===== src/rtl/mm_rom_ctrl_if.sv =====
// Load-stream, lookup and RAM-port bundle for mm_rom_ctrl.
// The chksum member exists only when MM_ROM_CTRL_CHKSUM_EN is defined.
interface mm_rom_ctrl_if #(
   parameter int AW = 8,
   parameter int DW = 16
);
   logic          load_start;
   logic          ld_valid;
   logic [DW-1:0] ld_data;
   logic          ld_ready;
   logic          table_valid;
   logic          lkp_valid;
   logic [AW-1:0] lkp_addr0, lkp_addr1, lkp_addr2, lkp_addr3;
   logic          lkp_ready;
   logic          rsp_valid;
   logic [DW-1:0] rsp_data0, rsp_data1, rsp_data2, rsp_data3;
   logic [AW-1:0] ram_addr_0, ram_addr_1, ram_addr_2, ram_addr_3;
   logic [DW-1:0] ram_din_0;
   logic          ram_we_0;
   logic [DW-1:0] ram_dout_0, ram_dout_1, ram_dout_2, ram_dout_3;
`ifdef MM_ROM_CTRL_CHKSUM_EN
   logic [DW-1:0] chksum;
`endif

   modport slave (
      input  load_start, ld_valid, ld_data, lkp_valid,
      input  lkp_addr0, lkp_addr1, lkp_addr2, lkp_addr3,
      input  ram_dout_0, ram_dout_1, ram_dout_2, ram_dout_3,
      output ld_ready, table_valid, lkp_ready, rsp_valid,
      output rsp_data0, rsp_data1, rsp_data2, rsp_data3,
      output ram_addr_0, ram_addr_1, ram_addr_2, ram_addr_3,
      output ram_din_0, ram_we_0
`ifdef MM_ROM_CTRL_CHKSUM_EN
      , output chksum
`endif
   );

   modport master (
      output load_start, ld_valid, ld_data, lkp_valid,
      output lkp_addr0, lkp_addr1, lkp_addr2, lkp_addr3,
      output ram_dout_0, ram_dout_1, ram_dout_2, ram_dout_3,
      input  ld_ready, table_valid, lkp_ready, rsp_valid,
      input  rsp_data0, rsp_data1, rsp_data2, rsp_data3,
      input  ram_addr_0, ram_addr_1, ram_addr_2, ram_addr_3,
      input  ram_din_0, ram_we_0
`ifdef MM_ROM_CTRL_CHKSUM_EN
      , input chksum
`endif
   );
endinterface


===== src/rtl/mm_rom_ctrl.sv =====
// Bulk loader and 4-lane lookup sequencer for the Montgomery precompute table RAM.
// Optional load checksum enabled by defining MM_ROM_CTRL_CHKSUM_EN.
//
// state | meaning
// IDLE  | no valid table, waiting for load_start
// LOAD  | accepting words, writing them through RAM port 0
// READY | table loaded (after the final write drains), lookups served
module mm_rom_ctrl #(
   parameter int AW       = 8,
   parameter int DW       = 16,
   parameter int LOAD_LEN = 256
) (
   input  logic           clk,
   input  logic           rst_n,
   mm_rom_ctrl_if.slave   bus
);

   typedef enum logic [1:0] {IDLE, LOAD, READY} state_t;

   localparam logic [AW:0] LAST_WORD = (AW+1)'(LOAD_LEN - 1);

   state_t        state, state_nxt;
   logic [AW:0]   cnt, cnt_nxt;
   logic          ld_ready, lkp_ready, ld_acc, lkp_acc;
   logic          table_valid;
   logic          lkp_p1, rsp_valid;
   logic          ram_we_0;
   logic [AW-1:0] ram_addr_0, ram_addr_1, ram_addr_2, ram_addr_3;
   logic [DW-1:0] ram_din_0;
   logic [DW-1:0] hold0, hold1, hold2, hold3;

   always_ff @(posedge clk) begin
      if (!rst_n) begin
         state <= IDLE;
         cnt   <= '0;
      end else begin
         state <= state_nxt;
         cnt   <= cnt_nxt;
      end
   end

   always_comb begin
      state_nxt = state;
      cnt_nxt   = cnt;
      ld_ready  = 1'b0;
      ld_acc    = 1'b0;
      lkp_ready = table_valid & ~bus.load_start;
      case (state)
         IDLE: begin
            if (bus.load_start) begin
               state_nxt = LOAD;
               cnt_nxt   = '0;
            end
         end
         LOAD: begin
            ld_ready = 1'b1;
            // a restart discards any word offered in the same cycle
            if (bus.load_start) begin
               cnt_nxt = '0;
            end else if (bus.ld_valid) begin
               ld_acc  = 1'b1;
               cnt_nxt = cnt + (AW+1)'(1);
               if (cnt == LAST_WORD) state_nxt = READY;
            end
         end
         READY: begin
            if (bus.load_start) begin
               state_nxt = LOAD;
               cnt_nxt   = '0;
            end
         end
         default: state_nxt = IDLE;
      endcase
      lkp_acc = bus.lkp_valid & lkp_ready;
   end

   always_ff @(posedge clk) begin
      if (!rst_n) begin
         ram_we_0    <= 1'b0;
         ram_din_0   <= '0;
         ram_addr_0  <= '0;
         ram_addr_1  <= '0;
         ram_addr_2  <= '0;
         ram_addr_3  <= '0;
         lkp_p1      <= 1'b0;
         rsp_valid   <= 1'b0;
         hold0       <= '0;
         hold1       <= '0;
         hold2       <= '0;
         hold3       <= '0;
         table_valid <= 1'b0;
      end else begin
         ram_we_0  <= ld_acc;
         lkp_p1    <= lkp_acc;
         rsp_valid <= lkp_p1;
         // low during the final write cycle, high from the cycle after it
         table_valid <= (state == READY) && !bus.load_start;
         if (ld_acc) begin
            ram_addr_0 <= cnt[AW-1:0];
            ram_din_0  <= bus.ld_data;
         end else if (lkp_acc) begin
            ram_addr_0 <= bus.lkp_addr0;
            ram_addr_1 <= bus.lkp_addr1;
            ram_addr_2 <= bus.lkp_addr2;
            ram_addr_3 <= bus.lkp_addr3;
         end
         if (rsp_valid) begin
            hold0 <= bus.ram_dout_0;
            hold1 <= bus.ram_dout_1;
            hold2 <= bus.ram_dout_2;
            hold3 <= bus.ram_dout_3;
         end
      end
   end

`ifdef MM_ROM_CTRL_CHKSUM_EN
   logic [DW-1:0] chksum;

   always_ff @(posedge clk) begin
      if (!rst_n || bus.load_start) chksum <= '0;
      else if (ld_acc)              chksum <= chksum + bus.ld_data;
   end

   assign bus.chksum = chksum;
`endif

   // RAM read data is already registered, so the response passes it straight through
   assign bus.rsp_data0   = rsp_valid ? bus.ram_dout_0 : hold0;
   assign bus.rsp_data1   = rsp_valid ? bus.ram_dout_1 : hold1;
   assign bus.rsp_data2   = rsp_valid ? bus.ram_dout_2 : hold2;
   assign bus.rsp_data3   = rsp_valid ? bus.ram_dout_3 : hold3;
   assign bus.rsp_valid   = rsp_valid;
   assign bus.ld_ready    = ld_ready;
   assign bus.lkp_ready   = lkp_ready;
   assign bus.table_valid = table_valid;
   assign bus.ram_we_0    = ram_we_0;
   assign bus.ram_din_0   = ram_din_0;
   assign bus.ram_addr_0  = ram_addr_0;
   assign bus.ram_addr_1  = ram_addr_1;
   assign bus.ram_addr_2  = ram_addr_2;
   assign bus.ram_addr_3  = ram_addr_3;

endmodule


===== src/flat_wrapper.sv =====
// flat-port wrapper written by rule: the top's interface ports become plain ports
module mm_rom_ctrl_flat 
#(
   parameter int AW       = 8,
   parameter int DW       = 16,
   parameter int LOAD_LEN = 256
)
  (clk, rst_n, bus_load_start, bus_ld_valid, bus_ld_data, bus_lkp_valid, bus_lkp_addr0, bus_lkp_addr1, bus_lkp_addr2, bus_lkp_addr3, bus_ram_dout_0, bus_ram_dout_1, bus_ram_dout_2, bus_ram_dout_3, bus_ld_ready, bus_table_valid, bus_lkp_ready, bus_rsp_valid, bus_rsp_data0, bus_rsp_data1, bus_rsp_data2, bus_rsp_data3, bus_ram_addr_0, bus_ram_addr_1, bus_ram_addr_2, bus_ram_addr_3, bus_ram_din_0, bus_ram_we_0);
  mm_rom_ctrl_if #(.AW(AW), .DW(DW)) bus_i ();
  input  logic clk;
  input  logic rst_n;
  input wire logic [$bits(bus_i.load_start)-1:0] bus_load_start;
  input wire logic [$bits(bus_i.ld_valid)-1:0] bus_ld_valid;
  input wire logic [$bits(bus_i.ld_data)-1:0] bus_ld_data;
  input wire logic [$bits(bus_i.lkp_valid)-1:0] bus_lkp_valid;
  input wire logic [$bits(bus_i.lkp_addr0)-1:0] bus_lkp_addr0;
  input wire logic [$bits(bus_i.lkp_addr1)-1:0] bus_lkp_addr1;
  input wire logic [$bits(bus_i.lkp_addr2)-1:0] bus_lkp_addr2;
  input wire logic [$bits(bus_i.lkp_addr3)-1:0] bus_lkp_addr3;
  input wire logic [$bits(bus_i.ram_dout_0)-1:0] bus_ram_dout_0;
  input wire logic [$bits(bus_i.ram_dout_1)-1:0] bus_ram_dout_1;
  input wire logic [$bits(bus_i.ram_dout_2)-1:0] bus_ram_dout_2;
  input wire logic [$bits(bus_i.ram_dout_3)-1:0] bus_ram_dout_3;
  output wire logic [$bits(bus_i.ld_ready)-1:0] bus_ld_ready;
  output wire logic [$bits(bus_i.table_valid)-1:0] bus_table_valid;
  output wire logic [$bits(bus_i.lkp_ready)-1:0] bus_lkp_ready;
  output wire logic [$bits(bus_i.rsp_valid)-1:0] bus_rsp_valid;
  output wire logic [$bits(bus_i.rsp_data0)-1:0] bus_rsp_data0;
  output wire logic [$bits(bus_i.rsp_data1)-1:0] bus_rsp_data1;
  output wire logic [$bits(bus_i.rsp_data2)-1:0] bus_rsp_data2;
  output wire logic [$bits(bus_i.rsp_data3)-1:0] bus_rsp_data3;
  output wire logic [$bits(bus_i.ram_addr_0)-1:0] bus_ram_addr_0;
  output wire logic [$bits(bus_i.ram_addr_1)-1:0] bus_ram_addr_1;
  output wire logic [$bits(bus_i.ram_addr_2)-1:0] bus_ram_addr_2;
  output wire logic [$bits(bus_i.ram_addr_3)-1:0] bus_ram_addr_3;
  output wire logic [$bits(bus_i.ram_din_0)-1:0] bus_ram_din_0;
  output wire logic [$bits(bus_i.ram_we_0)-1:0] bus_ram_we_0;
  assign bus_i.load_start = bus_load_start;
  assign bus_i.ld_valid = bus_ld_valid;
  assign bus_i.ld_data = bus_ld_data;
  assign bus_i.lkp_valid = bus_lkp_valid;
  assign bus_i.lkp_addr0 = bus_lkp_addr0;
  assign bus_i.lkp_addr1 = bus_lkp_addr1;
  assign bus_i.lkp_addr2 = bus_lkp_addr2;
  assign bus_i.lkp_addr3 = bus_lkp_addr3;
  assign bus_i.ram_dout_0 = bus_ram_dout_0;
  assign bus_i.ram_dout_1 = bus_ram_dout_1;
  assign bus_i.ram_dout_2 = bus_ram_dout_2;
  assign bus_i.ram_dout_3 = bus_ram_dout_3;
  assign bus_ld_ready = bus_i.ld_ready;
  assign bus_table_valid = bus_i.table_valid;
  assign bus_lkp_ready = bus_i.lkp_ready;
  assign bus_rsp_valid = bus_i.rsp_valid;
  assign bus_rsp_data0 = bus_i.rsp_data0;
  assign bus_rsp_data1 = bus_i.rsp_data1;
  assign bus_rsp_data2 = bus_i.rsp_data2;
  assign bus_rsp_data3 = bus_i.rsp_data3;
  assign bus_ram_addr_0 = bus_i.ram_addr_0;
  assign bus_ram_addr_1 = bus_i.ram_addr_1;
  assign bus_ram_addr_2 = bus_i.ram_addr_2;
  assign bus_ram_addr_3 = bus_i.ram_addr_3;
  assign bus_ram_din_0 = bus_i.ram_din_0;
  assign bus_ram_we_0 = bus_i.ram_we_0;
  mm_rom_ctrl #(.AW(AW), .DW(DW), .LOAD_LEN(LOAD_LEN)) u_core (.clk(clk), .rst_n(rst_n), .bus(bus_i));
endmodule

===== config.mk =====
export PLATFORM = sky130hd
export DESIGN_NAME = mm_rom_ctrl_flat
export DESIGN_NICKNAME = d
export VERILOG_FILES = /design/src/rtl/mm_rom_ctrl_if.sv /design/src/rtl/mm_rom_ctrl.sv /design/src/flat_wrapper.sv
export SDC_FILE = /design/constraint.sdc
export NUM_CORES = 1
export LEC_CHECK = 0
export ABC_AREA = 1
export BUFFER_PORTS_ARGS = -buffer_cell sky130_fd_sc_hd__buf_4
export CORE_MARGIN = 2
export CORE_UTILIZATION = 45
export CTS_BUF_LIST = sky130_fd_sc_hd__clkbuf_2
export CTS_CLUSTER_DIAMETER = 50
export CTS_CLUSTER_SIZE = 25
export DETAILED_ROUTE_END_ITERATION = 8
export PLACE_DENSITY = 0.78
export SLEW_MARGIN = 10
export SYNTH_ARGS = -nofsm -noshare
export SYNTH_HDL_FRONTEND = slang
export SYNTH_SLANG_ARGS = --single-unit

===== constraint.sdc =====
create_clock -name clk -period 2.8 [get_ports clk]
set_clock_uncertainty 0.05 [all_clocks]
set_input_delay 0.7 -clock clk [delete_from_list [all_inputs] [get_ports clk]]
set_output_delay 0.7 -clock clk [all_outputs]
set_load 0.005 [all_outputs]

==> results_tabular.tex <==
\begin{tabular}{lr}
\hline
Metric & Value \\
\hline
\multicolumn{2}{l}{\textbf{Logic synthesis}} \\
\quad Post-Syn Nets & 800 \\
\quad Post-synth EDFFs & 0 \\
\quad Fraction of the yosys area taken by sequential cells & 52.0\% \\
\quad Commonest cells in the netlist & 252 x sky130\_fd\_sc\_hd\_\_nand2\_1, 127 x sky130\_fd\_sc\_hd\_\_dfxtp\_1, 98 x sky130\_fd\_sc\_hd\_\_nor2\_1 \\
\quad Most frequent cell after synthesis & sky130\_fd\_sc\_hd\_\_nand2\_1 \\
\quad Synth area leader & sky130\_fd\_sc\_hd\_\_dfxtp\_1 \\
\quad Share of synthesized registers carrying an async set or reset & 0\% \\
\quad Distinct cell type count after synthesis & 19 \\
\quad Main synth FF type & sky130\_fd\_sc\_hd\_\_dfxtp\_1 \\
\quad Post-synthesis instance area & 0.00489 mm² \\
\quad Post-synthesis register bit count & 127 \\
\quad Mean instance size in the synthesized netlist & 7.18 µm² \\
\quad Ranking of synthesized cells by area & sky130\_fd\_sc\_hd\_\_dfxtp\_1 52\%, sky130\_fd\_sc\_hd\_\_nand2\_1 19\%, sky130\_fd\_sc\_hd\_\_nor2\_1 7.5\% \\
\quad Syn Inst Count & 681 \\
\quad Warning count from the yosys run & 0 \\
\quad Area share of the largest cell type after synthesis & 52.0\% \\
\multicolumn{2}{l}{\textbf{STA}} \\
\quad Worst max-slew margin expressed relative to the limit & 54.5\% \\
\quad Total negative slack for setup checks & 0 ns \\
\quad Final Max Tran Viols & 0 \\
\quad Slew at the pin with the worst max-slew slack & 0.681 ns \\
\quad Unrepaired setup endpoints after global routing & false \\
\quad Total of endpoints with negative setup slack in the final report & 0 \\
\quad Max Clk Rate & 386 MHz \\
\quad Final hold violation count & 0 \\
\quad Portion of the clock cycle consumed by the worst path in the final layout & 92.5\% \\
\quad Min Clock Period, post-route & 2.59 ns \\
\multicolumn{2}{l}{\textbf{Placement}} \\
\quad Global placer's final weighted congestion & 0.811 \\
\quad Instance area at placement & 0.00673 mm² \\
\quad HPWL after detailed placement & 9240 µm \\
\quad Port buffer count & 233 \\
\multicolumn{2}{l}{\textbf{Worst setup path}} \\
\quad Kind of cell adding the most delay to the critical path & buffers and inverters \\
\quad Critical Path, Cell by Cell & buf\_12 -> inv\_2 -> buf\_12 -> nand2\_1 -> nand2\_1 -> buf\_4 \\
\quad Arrival time at the worst endpoint & 1.84 ns \\
\quad Crit path max-delay cell type & sky130\_fd\_sc\_hd\_\_dfxtp\_2 \\
\quad Data required time of the worst path & 2.05 ns \\
\quad Category of the worst setup path capture point & primary output \\
\quad Buffers plus inverters on the worst setup path & 4 \\
\quad Kind of start point of the critical path & register \\
\quad Crit Path Max Fanout & 64 \\
\quad Longest individual stage delay on the worst path & 0.38 ns \\
\quad Type of the setup path with the least slack & register to primary output \\
\multicolumn{2}{l}{\textbf{Clock network}} \\
\quad Total clock sinks & 127 \\
\quad Setup Fix Bufs, Post-CTS & 0 \\
\quad Inserted Clock Buffers & 17 \\
\quad Maximum number of buffers from clock root to sink & 2 \\
\quad CTS clk-pin slew, worst paths & 0.19 ns \\
\quad Clock latency of the later-clocked register in the worst-skew pair & 0.62 ns \\
\quad Clock tree from TritonCTS & built \\
\quad Total of cells resized after clock tree synthesis & 0 \\
\quad Clk Tree Root Cell & sky130\_fd\_sc\_hd\_\_clkbuf\_2 \\
\quad Number of hold buffers added after CTS & 0 \\
\quad Depth of the CTS H-tree & 4 \\
\multicolumn{2}{l}{\textbf{Power}} \\
\quad Peak supply drop & 0.266 mV \\
\quad Power per unit of standard cell area & 437 mW/mm² \\
\quad Leakage power total & 3.62 nW \\
\multicolumn{2}{l}{\textbf{Outcome}} \\
\quad Status & completed \\
\multicolumn{2}{l}{\textbf{Route}} \\
\quad Via count & 4955 \\
\quad Detailed Route WL & 13300 µm \\
\quad Number of routed nets with antenna violations & 0 \\
\quad Detailed-route wire length per cell & 12.6 µm \\
\quad DRC violations left & 0 \\
\quad Router iterations before antenna repair & 5 \\
\quad Count of routing violations after the opening detailed-route iteration & 197 \\
\quad Mean number of vias per cell & 4.69 \\
\multicolumn{2}{l}{\textbf{Floorplanning}} \\
\quad FP Rows & 38 \\
\quad X dimension of the die & 108 µm \\
\quad Core outline area & 0.0107 mm² \\
\quad Die outline area & 0.0117 mm² \\
\quad Die Ht & 108 µm \\
\quad Effective utilization at floorplan & 45.7\% \\
\quad Io pins & 234 \\
\multicolumn{2}{l}{\textbf{Layout}} \\
\quad Final core utilization & 65.0\% \\
\quad P\&R area growth vs syn & 42.2\% \\
\quad Filler cell count & 997 \\
\quad Fraction of final layout cells with drive strength greater than 1 & 30.5\% \\
\quad Post-route cell area & 0.00695 mm² \\
\quad Count of antenna diodes in the layout & 0 \\
\quad Net count reported at finish & 1023 \\
\multicolumn{2}{l}{\textbf{GRT}} \\
\quad Overall routing resource usage & 21.6\% \\
\quad Vias in the first global route & 4297 \\
\quad Global-route wire length before repair & 20100 µm \\
\quad Overflow left after global routing & 0 \\
\quad Initial antenna violation count & 0 \\
\quad Pin count of the biggest net entering global routing & 68 \\
\multicolumn{2}{l}{\textbf{Worst hold path}} \\
\quad Min-Delay Path Class & input pin to register \\
\multicolumn{2}{l}{\textbf{Job}} \\
\quad Max-cap violation count & 0 \\
\hline
\end{tabular}
[flip-flops by register name (all words and copies together) (netlist names)]
| signal | count |
|---|---|
| u_core.bus.ram_addr_0 | 8 |
| u_core.bus.ram_addr_1 | 8 |
| u_core.bus.ram_addr_2 | 8 |
| u_core.bus.ram_addr_3 | 8 |
| u_core.bus.ram_din_0 | 16 |
| u_core.bus.ram_we_0 | 1 |
| u_core.bus.rsp_valid | 1 |
| u_core.bus.table_valid | 1 |
| u_core.cnt | 9 |
| u_core.hold0 | 16 |
| u_core.hold1 | 16 |
| u_core.hold2 | 16 |
| u_core.hold3 | 16 |
| u_core.lkp_p1 | 1 |
| u_core.state | 2 |
[through the flow]
stage,setup WS (ns),hold slack (ns),power (mW),instances
floorplan,1.06,0.340,1.94,681
global placement,0.665,0.343,2.10,1024
detailed placement,0.622,0.351,2.10,1024
CTS,0.103,0.164,3.07,1056
global route,0.00549,0.120,3.20,1057
finish,0.210,0.235,3.04,1057
[path summary, 6_finish.rpt]
check	cells after the start	to	startpoint	slack [ns]
max	6	bus_rsp_data2[13]	u_core.bus.rsp_valid	0.21
max reg2reg	7	u_core.bus.ram_addr_3[2]	u_core.state[1]	1.08
min reg2reg	2	u_core.bus.rsp_valid	u_core.lkp_p1	0.37
min	3	u_core.bus.ram_addr_1[6]	bus_lkp_addr1[6]	0.23
[routing by layer]
layer / vias up / global-route usage [%] / share of wire (%)
met2: 168 / 37.1 / 49
met4: 0 / 8.33 / 1.6
met1: 2178 / 25.3 / 42
li1: 2591 / - / -
met3: 18 / 6.57 / 7.2
met5: - / 0 / 0
[layout by cell type, fill, tap and decap left out, drive strengths merged]
master,n
o21ai,48
clkbuf,21
nor2,100
a21oi,68
nand2,253
inv,28
clkinvlp,2
nand3,19
buf,238
o21bai,1
dfxtp,127
ha,2
bufinv,1
clkinv,9
[worst reg2reg max path: stages, from the launching register on]
cell and delay [ns]:
sky130_fd_sc_hd__dfxtp_1 0.42, sky130_fd_sc_hd__inv_1 0.05, sky130_fd_sc_hd__nand2_1 0.17, sky130_fd_sc_hd__nor2_8 0.08
sky130_fd_sc_hd__nor2_8 0.33, sky130_fd_sc_hd__inv_2 0.28, sky130_fd_sc_hd__nor2_1 0.15, sky130_fd_sc_hd__nor2_1 0.06
[where the power goes]
group          internal, mW  switching, mW  leakage (nW)
clock network         0.319          0.659         0.131
registers              1.82        0.00813          1.02
logic                 0.135         0.0951          2.46
total                  2.28          0.762          3.62
[layout make-up]
type	instances	area (µm²)	share of cell area [%]
multi-input combinational	491	2080	30.0
clock inverter	12	96.3	1.39
timing repair buffer	239	1850	26.6
tap	140	175	2.52
sequential	127	2540	36.6
inverter	28	105	1.51
clock buffer	20	100	1.44
[kinds of logic (layout without fill, tap and decap cells)]
logic type               count (synthesis)  in the layout  share of synthesized area (%)
buffers and inverters                   63            299                           5.37
flip-flops                             127            127                           52.0
adder cells (fa/ha/maj)                  2              2                          0.512
AND/OR/NAND/NOR                        372            372                           30.0
AO/OA/AOI/OAI                          117            117                           12.1
(Power assumes the default switching activity.)
